**config.mk**
```make
export PLATFORM = sky130hd
export DESIGN_NAME = counting_gen_flat
export DESIGN_NICKNAME = d
export VERILOG_FILES = /design/src/rtl/counting_gen_if.sv /design/src/rtl/counting_gen.sv /design/src/flat_wrapper.sv
export SDC_FILE = /design/constraint.sdc
export NUM_CORES = 1
export LEC_CHECK = 0
export ABC_AREA = 1
export BUFFER_PORTS_ARGS = -buffer_cell sky130_fd_sc_hd__buf_2
export CAP_MARGIN = 20
export CORE_MARGIN = 8
export CORE_UTILIZATION = 28
export CTS_CLUSTER_SIZE = 10
export DETAILED_ROUTE_END_ITERATION = 8
export HOLD_SLACK_MARGIN = 0.02
export SETUP_SLACK_MARGIN = 0.15
export SYNTH_ARGS = -nofsm -noshare
export SYNTH_HDL_FRONTEND = slang
export SYNTH_SLANG_ARGS = --single-unit
```
**constraint.sdc**
```tcl
create_clock -name clk -period 2 [get_ports clk]
set_clock_uncertainty 0.15 [all_clocks]
set_input_delay 0.1 -clock clk [delete_from_list [all_inputs] [get_ports clk]]
set_output_delay 0.1 -clock clk [all_outputs]
set_load 0.05 [all_outputs]
```
**src/rtl/counting_gen_if.sv**
```systemverilog
// Bundles the job-control and symbol-stream signals of counting_gen.
//   master : requester side. Drives start/count/hold/gap and observes num/busy/done/frames_sent.
//   slave  : generator side (counting_gen).
interface counting_gen_if #(
   parameter int CNT_W  = 4,
   parameter int HOLD_W = 3,
   parameter int GAP_W  = 2
);
   logic              start;
   logic [CNT_W-1:0]  count;
   logic [HOLD_W-1:0] hold;
   logic [GAP_W-1:0]  gap;
   logic [1:0]        num;
   logic              busy;
   logic              done;
   logic [CNT_W-1:0]  frames_sent;

   modport master (
      output start, count, hold, gap,
      input  num, busy, done, frames_sent
   );

   modport slave (
      input  start, count, hold, gap,
      output num, busy, done, frames_sent
   );
endinterface

```
**src/rtl/counting_gen.sv**
```systemverilog
// Symbol-stream generator that feeds the 1->2->3 sequence detector.
// A start request emits `count` frames. Each frame is 1, 2, 3 followed by
// `hold` extra 3s. Frames are separated by `gap` idle 0 symbols. There is no
// gap after the final frame. A one-cycle done pulse ends the job.
//   clk, reset : clock and synchronous active-high reset
//   bus.start  : job request, honoured only in IDLE
//   bus.count/hold/gap : job configuration, latched on the accepted start
//   bus.num    : registered 2-bit symbol stream
//   bus.busy   : job in progress
//   bus.done   : completion pulse
//   bus.frames_sent : frames completed in the current or last job
//
// state | meaning
// IDLE  | waiting for start, num=0
// SYM1  | emitting symbol 1
// SYM2  | emitting symbol 2
// SYM3  | emitting symbol 3 for 1+hold cycles
// GAP   | emitting gap idle 0 symbols between frames
// FIN   | one-cycle done pulse, then back to IDLE
module counting_gen #(
   parameter int CNT_W  = 4,
   parameter int HOLD_W = 3,
   parameter int GAP_W  = 2
) (
   input  logic           clk,
   input  logic           reset,
   counting_gen_if.slave  bus
);

   typedef enum logic [2:0] {IDLE, SYM1, SYM2, SYM3, GAP, FIN} state_t;

   state_t            state, state_nx;
   logic [HOLD_W-1:0] hold_q, hold_cnt;
   logic [GAP_W-1:0]  gap_q, gap_cnt;
   logic [CNT_W-1:0]  rem_cnt;       // frames still to finish, including the current one
   logic [CNT_W-1:0]  frames_q;
   logic [1:0]        num_q, num_nx;
   logic              busy_q, busy_nx;
   logic              done_q, done_nx;
   logic              sym3_last;
   logic              accept;

   assign accept    = (state == IDLE) && bus.start;
   assign sym3_last = (state == SYM3) && (hold_cnt == '0);

   always_comb begin
      state_nx = state;
      unique case (state)
         IDLE: if (bus.start) state_nx = (bus.count != '0) ? SYM1 : FIN;
         SYM1: state_nx = SYM2;
         SYM2: state_nx = SYM3;
         SYM3: begin
            if (hold_cnt == '0) begin
               if (rem_cnt == CNT_W'(1))  state_nx = FIN;
               else if (gap_q != '0)      state_nx = GAP;
               else                       state_nx = SYM1;
            end
         end
         GAP:  if (gap_cnt == '0) state_nx = SYM1;
         FIN:  state_nx = IDLE;
         default: state_nx = IDLE;
      endcase
   end

   // Outputs are decoded from the next state so they register on the same edge as the state.
   always_comb begin
      num_nx  = 2'd0;
      busy_nx = 1'b0;
      done_nx = 1'b0;
      unique case (state_nx)
         SYM1: begin num_nx = 2'd1; busy_nx = 1'b1; end
         SYM2: begin num_nx = 2'd2; busy_nx = 1'b1; end
         SYM3: begin num_nx = 2'd3; busy_nx = 1'b1; end
         GAP:  busy_nx = 1'b1;
         FIN:  done_nx = 1'b1;
         default: ;
      endcase
   end

   always_ff @(posedge clk) begin
      if (reset) begin
         state    <= IDLE;
         hold_q   <= '0;
         gap_q    <= '0;
         rem_cnt  <= '0;
         hold_cnt <= '0;
         gap_cnt  <= '0;
         frames_q <= '0;
         num_q    <= 2'd0;
         busy_q   <= 1'b0;
         done_q   <= 1'b0;
      end else begin
         state  <= state_nx;
         num_q  <= num_nx;
         busy_q <= busy_nx;
         done_q <= done_nx;

         if (accept) begin
            frames_q <= '0;
            if (bus.count != '0) begin
               rem_cnt <= bus.count;
               hold_q  <= bus.hold;
               gap_q   <= bus.gap;
            end
         end

         if ((state_nx == SYM3) && (state != SYM3))
            hold_cnt <= hold_q;
         else if ((state == SYM3) && (hold_cnt != '0))
            hold_cnt <= hold_cnt - HOLD_W'(1);

         if (sym3_last) begin
            frames_q <= frames_q + CNT_W'(1);
            rem_cnt  <= rem_cnt - CNT_W'(1);
         end

         // Gap counter is loaded with gap-1 so its terminal count of 0 marks the last idle cycle.
         if (sym3_last && (state_nx == GAP))
            gap_cnt <= gap_q - GAP_W'(1);
         else if ((state == GAP) && (gap_cnt != '0))
            gap_cnt <= gap_cnt - GAP_W'(1);
      end
   end

   assign bus.num         = num_q;
   assign bus.busy        = busy_q;
   assign bus.done        = done_q;
   assign bus.frames_sent = frames_q;

endmodule

```
**src/flat_wrapper.sv**
```systemverilog
// flat-port wrapper written by rule: the top's interface ports become plain ports
module counting_gen_flat 
#(
   parameter int CNT_W  = 4,
   parameter int HOLD_W = 3,
   parameter int GAP_W  = 2
)
  (clk, reset, bus_start, bus_count, bus_hold, bus_gap, bus_num, bus_busy, bus_done, bus_frames_sent);
  counting_gen_if #(.CNT_W(CNT_W), .HOLD_W(HOLD_W), .GAP_W(GAP_W)) bus_i ();
  input  logic clk;
  input  logic reset;
  input wire logic [$bits(bus_i.start)-1:0] bus_start;
  input wire logic [$bits(bus_i.count)-1:0] bus_count;
  input wire logic [$bits(bus_i.hold)-1:0] bus_hold;
  input wire logic [$bits(bus_i.gap)-1:0] bus_gap;
  output wire logic [$bits(bus_i.num)-1:0] bus_num;
  output wire logic [$bits(bus_i.busy)-1:0] bus_busy;
  output wire logic [$bits(bus_i.done)-1:0] bus_done;
  output wire logic [$bits(bus_i.frames_sent)-1:0] bus_frames_sent;
  assign bus_i.start = bus_start;
  assign bus_i.count = bus_count;
  assign bus_i.hold = bus_hold;
  assign bus_i.gap = bus_gap;
  assign bus_num = bus_i.num;
  assign bus_busy = bus_i.busy;
  assign bus_done = bus_i.done;
  assign bus_frames_sent = bus_i.frames_sent;
  counting_gen #(.CNT_W(CNT_W), .HOLD_W(HOLD_W), .GAP_W(GAP_W)) u_core (.clk(clk), .reset(reset), .bus(bus_i));
endmodule
```
==> reports/metrics.yaml, run 1 <==
finish:
  most-common-layout-cells: "sky130_fd_sc_hd__nand2_1 (29), sky130_fd_sc_hd__nor2_1 (26), sky130_fd_sc_hd__dfxtp_1 (25)"
  antenna-diode-count: 0
  multiInputGateArea_um2: 691
  final_nets: 229
  utilization_after_layout_pct: 34.5
  post_route_cells_drive_above_1_share_pct: 22.7
  final_common_cell: "sky130_fd_sc_hd__nand2_1"
  n_fill_cell: 509
  area_delta_synth_final_pct: 21.8
  regArea_um2: 500
timing:
  worst_slew_pin_slew_ns: 0.366
  setup-tns-final_ns: 0
  final-setup-viol-count: 0
  max_transition_margin_pct: 75.5
  max_freq_ghz: 0.582
  grt_setup_unrepaired: "false"
  finalMaxSlewViolations: 0
  endpoints_failing_hold: 0
  worst_hold_slack_ns: 0.0479
  final_period_minus_worst_setup_slack_ns: 1.72
  final_min_period_over_clock_period_pct: 86.0
synth:
  synth_compound_gate_area_share_pct: 12.3
  post_synth_mux_area_share_pct: 0
  yosysSeqAreaShare_pct: 38.2
  synth-warning-count: 0
  post_synth_and_or_nand_nor_area_fraction_pct: 34.3
  syn_nets: 197
  syn_inst: 180
  yosys.area_share.xor_xnor_pct: 1.34
  total_of_flip_flops_plus_latches_after_synthesis: 25
  synth_top_family_by_area: "simple AND/OR/NAND/NOR gates"
  synth.distinct_cells: 25
  synthesis.area_per_instance_um2: 7.28
  synthAdderAreaFrac_pct: 4.77
  netlist_area_um2: 1310
cts:
  cts.clk_slew.worst_paths_ns: 0.09
  tritoncts_clock_tree: "done"
  clock_insertion_delay_worst_skew_ns: 0.26
  postCtsResizedCells: 0
  ctsHtreeMaxLevel: 1
  cts_inserted_buffers: 3
  cts_max_path_buffers: 2
  clock_tree.root_cell: "sky130_fd_sc_hd__clkbuf_8"
  cts.sink_count: 25
placement:
  buffer_ports.inserted: 19
  gpl.final_weighted_congestion: 0.807
  dp_wirelength_um: 2130
worst_setup_path:
  critical_path_peak_fanout: 9
  worstPathRequired_ns: 2.01
  crit_arrival_ns: 1.73
  critPathCaptureType: "register"
  r2r_end: "u_core.rem_cnt[0]"
  timing.reg2reg.worst_path_depth: 9
  regToRegSetupSlack_ns: 0.28
  setup.worst_path.class: "reg -> reg"
  worst_setup_path_start_kind: "register"
  timing.rr.start: "u_core.state[2]"
outcome:
  outcome: "finished clean"
detailed_routing:
  routed-via-count: 1186
  wirelength_um: 2840
  firstDrtPassIters: 4
  postRouteAntennaNets: 0
  drt-initial-drc-count: 38
  drc_errors: 0
  detail_route.vias_per_cell: 4.48
  routed_wire_length_per_instance_um: 10.7
grt:
  antenna_violations_before_repair: 0
  grt_max_degree: 16
  grt_first_pass_wirelength_um: 5010
  vias_in_the_first_global_route: 1145
  grt_overflow_total: 0
  groute.usage.overall_pct: 8.35
pwr:
  power.density_cell_area_nw_per_um2: 730
  p_leak_nw: 0.727
  peakVddDrop_v: 0.000283
min_path:
  worstHoldPathCells: 2
  timing.hold.worst.start: "reset"
  worst_hold_path.endpoint: "u_core.bus.frames_sent[1]"
  worst_hold_path_type: "in -> reg"
job:
  max_cap_violations: 0
floorplanning:
  starting_density_pct: 28.3
  horizontal_die_dimension_um: 84.4
  io_pins: 20
  core_region_area_um2: 4630
  fp.dieH_um: 84.4
  die_area_um2: 7130
  rows: 25
==> cells in the mapped netlist, drive strengths merged <==
cell | n | area [µm²]
o21ai | 14 | 70.1
nand3b | 1 | 7.51
a21oi | 12 | 60.1
clkbuf | 1 | 3.75
nor3 | 4 | 20.0
nand3 | 9 | 60.1
nor2 | 32 | 160
nand4 | 2 | 12.5
a31oi | 4 | 25.0
nor4 | 2 | 12.5
or2 | 2 | 12.5
nand2 | 37 | 164
ha | 5 | 62.6
o22ai | 1 | 6.26
buf | 2 | 22.5
inv | 25 | 93.8
dfxtp | 25 | 500
xor2 | 2 | 17.5
==> routing by layer <==
layer	vias up	routed length, µm	GRT usage [%]
met5	-	0	0
met4	0	19	2.43
met3	2	57	1.85
met2	14	1280	14.0
met1	530	1480	10.4
li1	640	-	-
==> how the worst max path moves through the flow <==
stage	from	end	slack [ns]	cells past startpoint
floorplan	u_core.hold_cnt[0]	u_core.gap_cnt[0]	0.42	12
global placement	u_core.state[2]	u_core.gap_q[1]	0.32	8
detailed placement	u_core.state[2]	u_core.gap_q[1]	0.31	8
CTS	u_core.hold_cnt[0]	u_core.gap_cnt[1]	0.28	11
global route	u_core.state[2]	u_core.rem_cnt[0]	0.15	9
finish	u_core.state[2]	u_core.rem_cnt[0]	0.28	9
==> worst max-delay path: stages (launching register included) <==
cell                      delay, ns
sky130_fd_sc_hd__dfxtp_1       0.43
sky130_fd_sc_hd__inv_2         0.10
sky130_fd_sc_hd__nand2_2       0.06
sky130_fd_sc_hd__nor2_4        0.16
sky130_fd_sc_hd__inv_1         0.15
sky130_fd_sc_hd__nor2_4        0.20
sky130_fd_sc_hd__buf_4         0.15
sky130_fd_sc_hd__nor3_1        0.04
sky130_fd_sc_hd__o21ai_0       0.13
sky130_fd_sc_hd__inv_1         0.05
==> flip-flops by register name (all words and copies together) (netlist names) <==
name / count
u_core.bus.frames_sent: 4
u_core.rem_cnt: 4
u_core.hold_cnt: 3
u_core.hold_q: 3
u_core.state: 3
u_core.bus.num: 2
u_core.gap_cnt: 2
u_core.gap_q: 2
u_core.bus.busy: 1
u_core.bus.done: 1
==> metrics by stage <==
| stage | cell area (µm²) | total power, W | std cells | setup WS [ns] |
|---|---|---|---|---|
| after floorplan | 1310 | 0.000787 | 180 | 0.421 |
| after global placement | 1460 | 0.000851 | 252 | 0.322 |
| after detailed placement | 1460 | 0.000853 | 252 | 0.307 |
| after CTS | 1580 | 0.00116 | 263 | 0.281 |
| after global routing | 1600 | 0.00124 | 265 | 0.146 |
| final | 1600 | 0.00117 | 265 | 0.281 |
==> cell type report <==
type                            count  area share, %
Tap cell                           54           4.23
Timing Repair Buffer               30           12.2
Sequential cell                    25           31.3
Multi-Input combinational cell    127           43.3
Inverter                           25           5.88
Clock inverter                      1          0.470
Clock buffer                        3           2.59
==> where the power goes <==
part	leakage, nW	internal (W)	switching, W
sequential	0.205	0.000540	0.0000321
combinational	0.501	0.000107	0.000184
clock	0.0217	0.000141	0.000162
total	0.727	0.000787	0.000378
==> timing repair <==
item / 4_1_cts / 5_1_grt
setup endpoints to repair: 0 / 3
endpoints found under the hold margin: 7 / 0
hold buffers: 7 / 0
buffers inserted: 0 / 2
==> kinds of logic (layout without fill, tap and decap cells) <==
logic type / after synthesis / count (layout)
AOI/OAI and AO/OA: 31 / 31
xor gates and xnor gates: 2 / 2
adders and majority gates: 5 / 5
buffers and inverters: 28 / 59
DFF: 25 / 25
and+or+nand+nor: 89 / 89
(Power assumes the default switching activity.)
==> inputs of run 2 (changes only) <==
==> constraint.sdc (replaced) <==
create_clock -name clk -period 2 [get_ports clk]
set_clock_uncertainty 0.15 [all_clocks]
set_input_delay 0.2 -clock clk [delete_from_list [all_inputs] [get_ports clk]]
set_output_delay 0.2 -clock clk [all_outputs]
set_load 0.05 [all_outputs]
==> run 2 against run 1 <==
Combinational power down 2%. Largest power group unchanged. Critical path type unchanged. Clock power about the same. Die area unchanged. Sequential cell count unchanged. Largest cell class unchanged. Highest routed layer unchanged.
==> reports/metrics.yaml, run 2 (synthesis results as in run 1) <==
outcome:
  outcome: "finished clean"
placement:
  dpl_worst_slack_ns: 0.307  # unchanged
  dp_wirelength_um: 2130  # unchanged
  gpl.final_weighted_congestion: 0.807  # unchanged
  buffer_ports.inserted: 19  # unchanged
finish:
  final_nets: 226  # -1.3%
  most-common-layout-cells: "sky130_fd_sc_hd__nand2_1 (29), sky130_fd_sc_hd__nor2_1 (26), sky130_fd_sc_hd__dfxtp_1 (25)"
  n_fill_cell: 512  # +0.59%
  antenna-diode-count: 0  # unchanged
  post_route_cells_drive_above_1_share_pct: 23.1  # +0.33 points
  area_delta_synth_final_pct: 19.5
  final_common_cell: "sky130_fd_sc_hd__nand2_1"
timing:
  max_transition_margin_pct: 75.5  # about the same
  setup-tns-final_ns: 0  # unchanged
  endpoints_failing_hold: 0  # unchanged
  finalMaxSlewViolations: 0  # unchanged
  final-setup-viol-count: 0  # unchanged
  final.setup.worst_slack_ns: 0.283  # +0.00163 ns
  grt_setup_unrepaired: "false"
  final_period_minus_worst_setup_slack_ns: 1.72  # -0.00163 ns
  final_min_period_over_clock_period_pct: 85.9  # about the same
  worst_slew_pin_slew_ns: 0.366  # +0.000759 ns
  max_freq_ghz: 0.582  # about the same
floorplanning:
  die_area_um2: 7130  # unchanged
  fp.dieH_um: 84.4  # unchanged
  rows: 25  # unchanged
  horizontal_die_dimension_um: 84.4  # unchanged
  core_region_area_um2: 4630  # unchanged
  starting_density_pct: 28.3  # unchanged
  io_pins: 20  # unchanged
pwr:
  netSwitchingFraction_pct: 32.4  # -0.10 points
  power.density_cell_area_nw_per_um2: 739  # +1.3%
  p_int_w: 0.000784  # -0.49%
  comb_power_share_pct: 24.6  # -0.4 points
  p_leak_nw: 0.715  # -1.7%
  power.share.sequential_pct: 49.3  # +0.3 points
  peakVddDrop_v: 0.000273  # -3.5%
  power.share.clock_pct: 26.1  # about the same
  netSwitchingPower_w: 0.000375  # -0.96%
cts:
  cts.clk_slew.worst_paths_ns: 0.09  # about the same
  clock_insertion_delay_worst_skew_ns: 0.27  # about the same
  ctsHtreeMaxLevel: 1  # unchanged
  cts.sink_count: 25  # unchanged
  tritoncts_clock_tree: "done"
  cts_inserted_buffers: 3  # unchanged
  clock_tree.root_cell: "sky130_fd_sc_hd__clkbuf_8"
  cts_max_path_buffers: 2  # unchanged
detailed_routing:
  firstDrtPassIters: 4  # unchanged
  postRouteAntennaNets: 0  # unchanged
  routed_wire_length_per_instance_um: 10.5  # -1.7%
  routed-via-count: 1182  # -0.34%
  detail_route.vias_per_cell: 4.51  # +0.80%
  drc_errors: 0  # unchanged
  wirelength_um: 2760  # -2.8%
  drt-initial-drc-count: 45  # +18%
worst_setup_path:
  setup.worst_path.class: "reg -> reg"
  slowest_stage: "sky130_fd_sc_hd__dfxtp_1"
  critPathCaptureType: "register"
  crit_arrival_ns: 1.77  # +0.04 ns
  path_cells: "inv_2, nand2_2, nor2_4, inv_1, nor2_4, buf_4, nor2_1, nand2_1, a21oi_1"
  critical_path_peak_fanout: 9  # unchanged
  worst_setup_path_start_kind: "register"
  worstPathRequired_ns: 2.06  # +0.05 ns
  crit_path_max_incr_delay_ns: 0.55  # +0.12 ns
  path_common_cell: "sky130_fd_sc_hd__nor2_4"
grt:
  grt_first_pass_wirelength_um: 4930  # -1.5%
  antenna_violations_before_repair: 0  # unchanged
  grt_max_degree: 16  # unchanged
  groute.usage.overall_pct: 8.21  # -0.14 points
  grt_overflow_total: 0  # unchanged
  vias_in_the_first_global_route: 1129  # -1.4%
min_path:
  worst_hold_path_type: "in -> reg"
job:
  max_cap_violations: 0  # unchanged
==> run 2: power by group through the flow <==
stage          clock network [W]  registers (W)  logic, W
2_1_floorplan                  0       0.000609  0.000178
3_3_place_gp                   0       0.000583  0.000268
3_5_place_dp                   0       0.000583  0.000270
4_1_cts                 0.000310       0.000571  0.000278
5_1_grt                 0.000332       0.000577  0.000323
6_report                0.000302       0.000572  0.000285
==> run 2: per-stage QoR <==
stage | util (%) | instances | power [W] | hold WS, ns | instance area (µm²)
floorplan | - | 180 | 0.000787 | 0.129 | 1310
global route | 33.8 | 262 | 0.00123 | 0.0391 | 1570
finish | 33.8 | 262 | 0.00116 | 0.0333 | 1570
global placement | 31.6 | 252 | 0.000851 | 0.280 | 1460
detailed placement | 31.6 | 252 | 0.000853 | 0.285 | 1460
CTS | 33.5 | 260 | 0.00116 | 0.0330 | 1550
==> run 2: layout make-up <==
cell class | count | area [µm²] | area share (%)
Multi-Input combinational cell | 127 | 691 | 44.1
Sequential cell | 25 | 500 | 31.9
Timing Repair Buffer | 27 | 165 | 10.5
Inverter | 25 | 93.8 | 5.99
Tap cell | 54 | 67.6 | 4.31
Clock buffer | 3 | 41.3 | 2.64
Clock inverter | 1 | 7.51 | 0.479
==> run 2: critical path, delay by kind of cell (launching register included) <==
family,cells,cell delay (ns)
AOI/OAI and AO/OA,1,0.13
and+or+nand+nor,5,0.39
DFF,1,0.55
buffers and inverters,3,0.42
==> run 2: layer usage <==
layer / up-vias / wire length (µm) / part of all wire, % / global-route usage, %
li1: 638 / - / - / -
met4: 0 / 29 / 1.0 / 2.43
met5: - / 0 / 0 / 0
met1: 520 / 1440 / 52 / 10.4
met3: 4 / 76 / 2.8 / 1.76
met2: 20 / 1220 / 44 / 13.5
==> run 2: timing repair <==
action,CTS,global route
gates resized for setup,0,0
hold buffers,4,0
setup endpoints to repair,0,3
setup buffers,0,2
hold endpoints to repair,4,0
==> run 2: path summary, 6_finish.rpt <==
path | from | end | slack, ns | cells past startpoint
worst min-delay path | bus_gap[1] | u_core.gap_q[1] | 0.03 | 3
worst max-delay path | u_core.state[2] | u_core.rem_cnt[3] | 0.28 | 9
worst min register to register | u_core.hold_cnt[1] | u_core.hold_cnt[1] | 0.33 | 2
worst max register to register | u_core.state[2] | u_core.rem_cnt[3] | 0.28 | 9
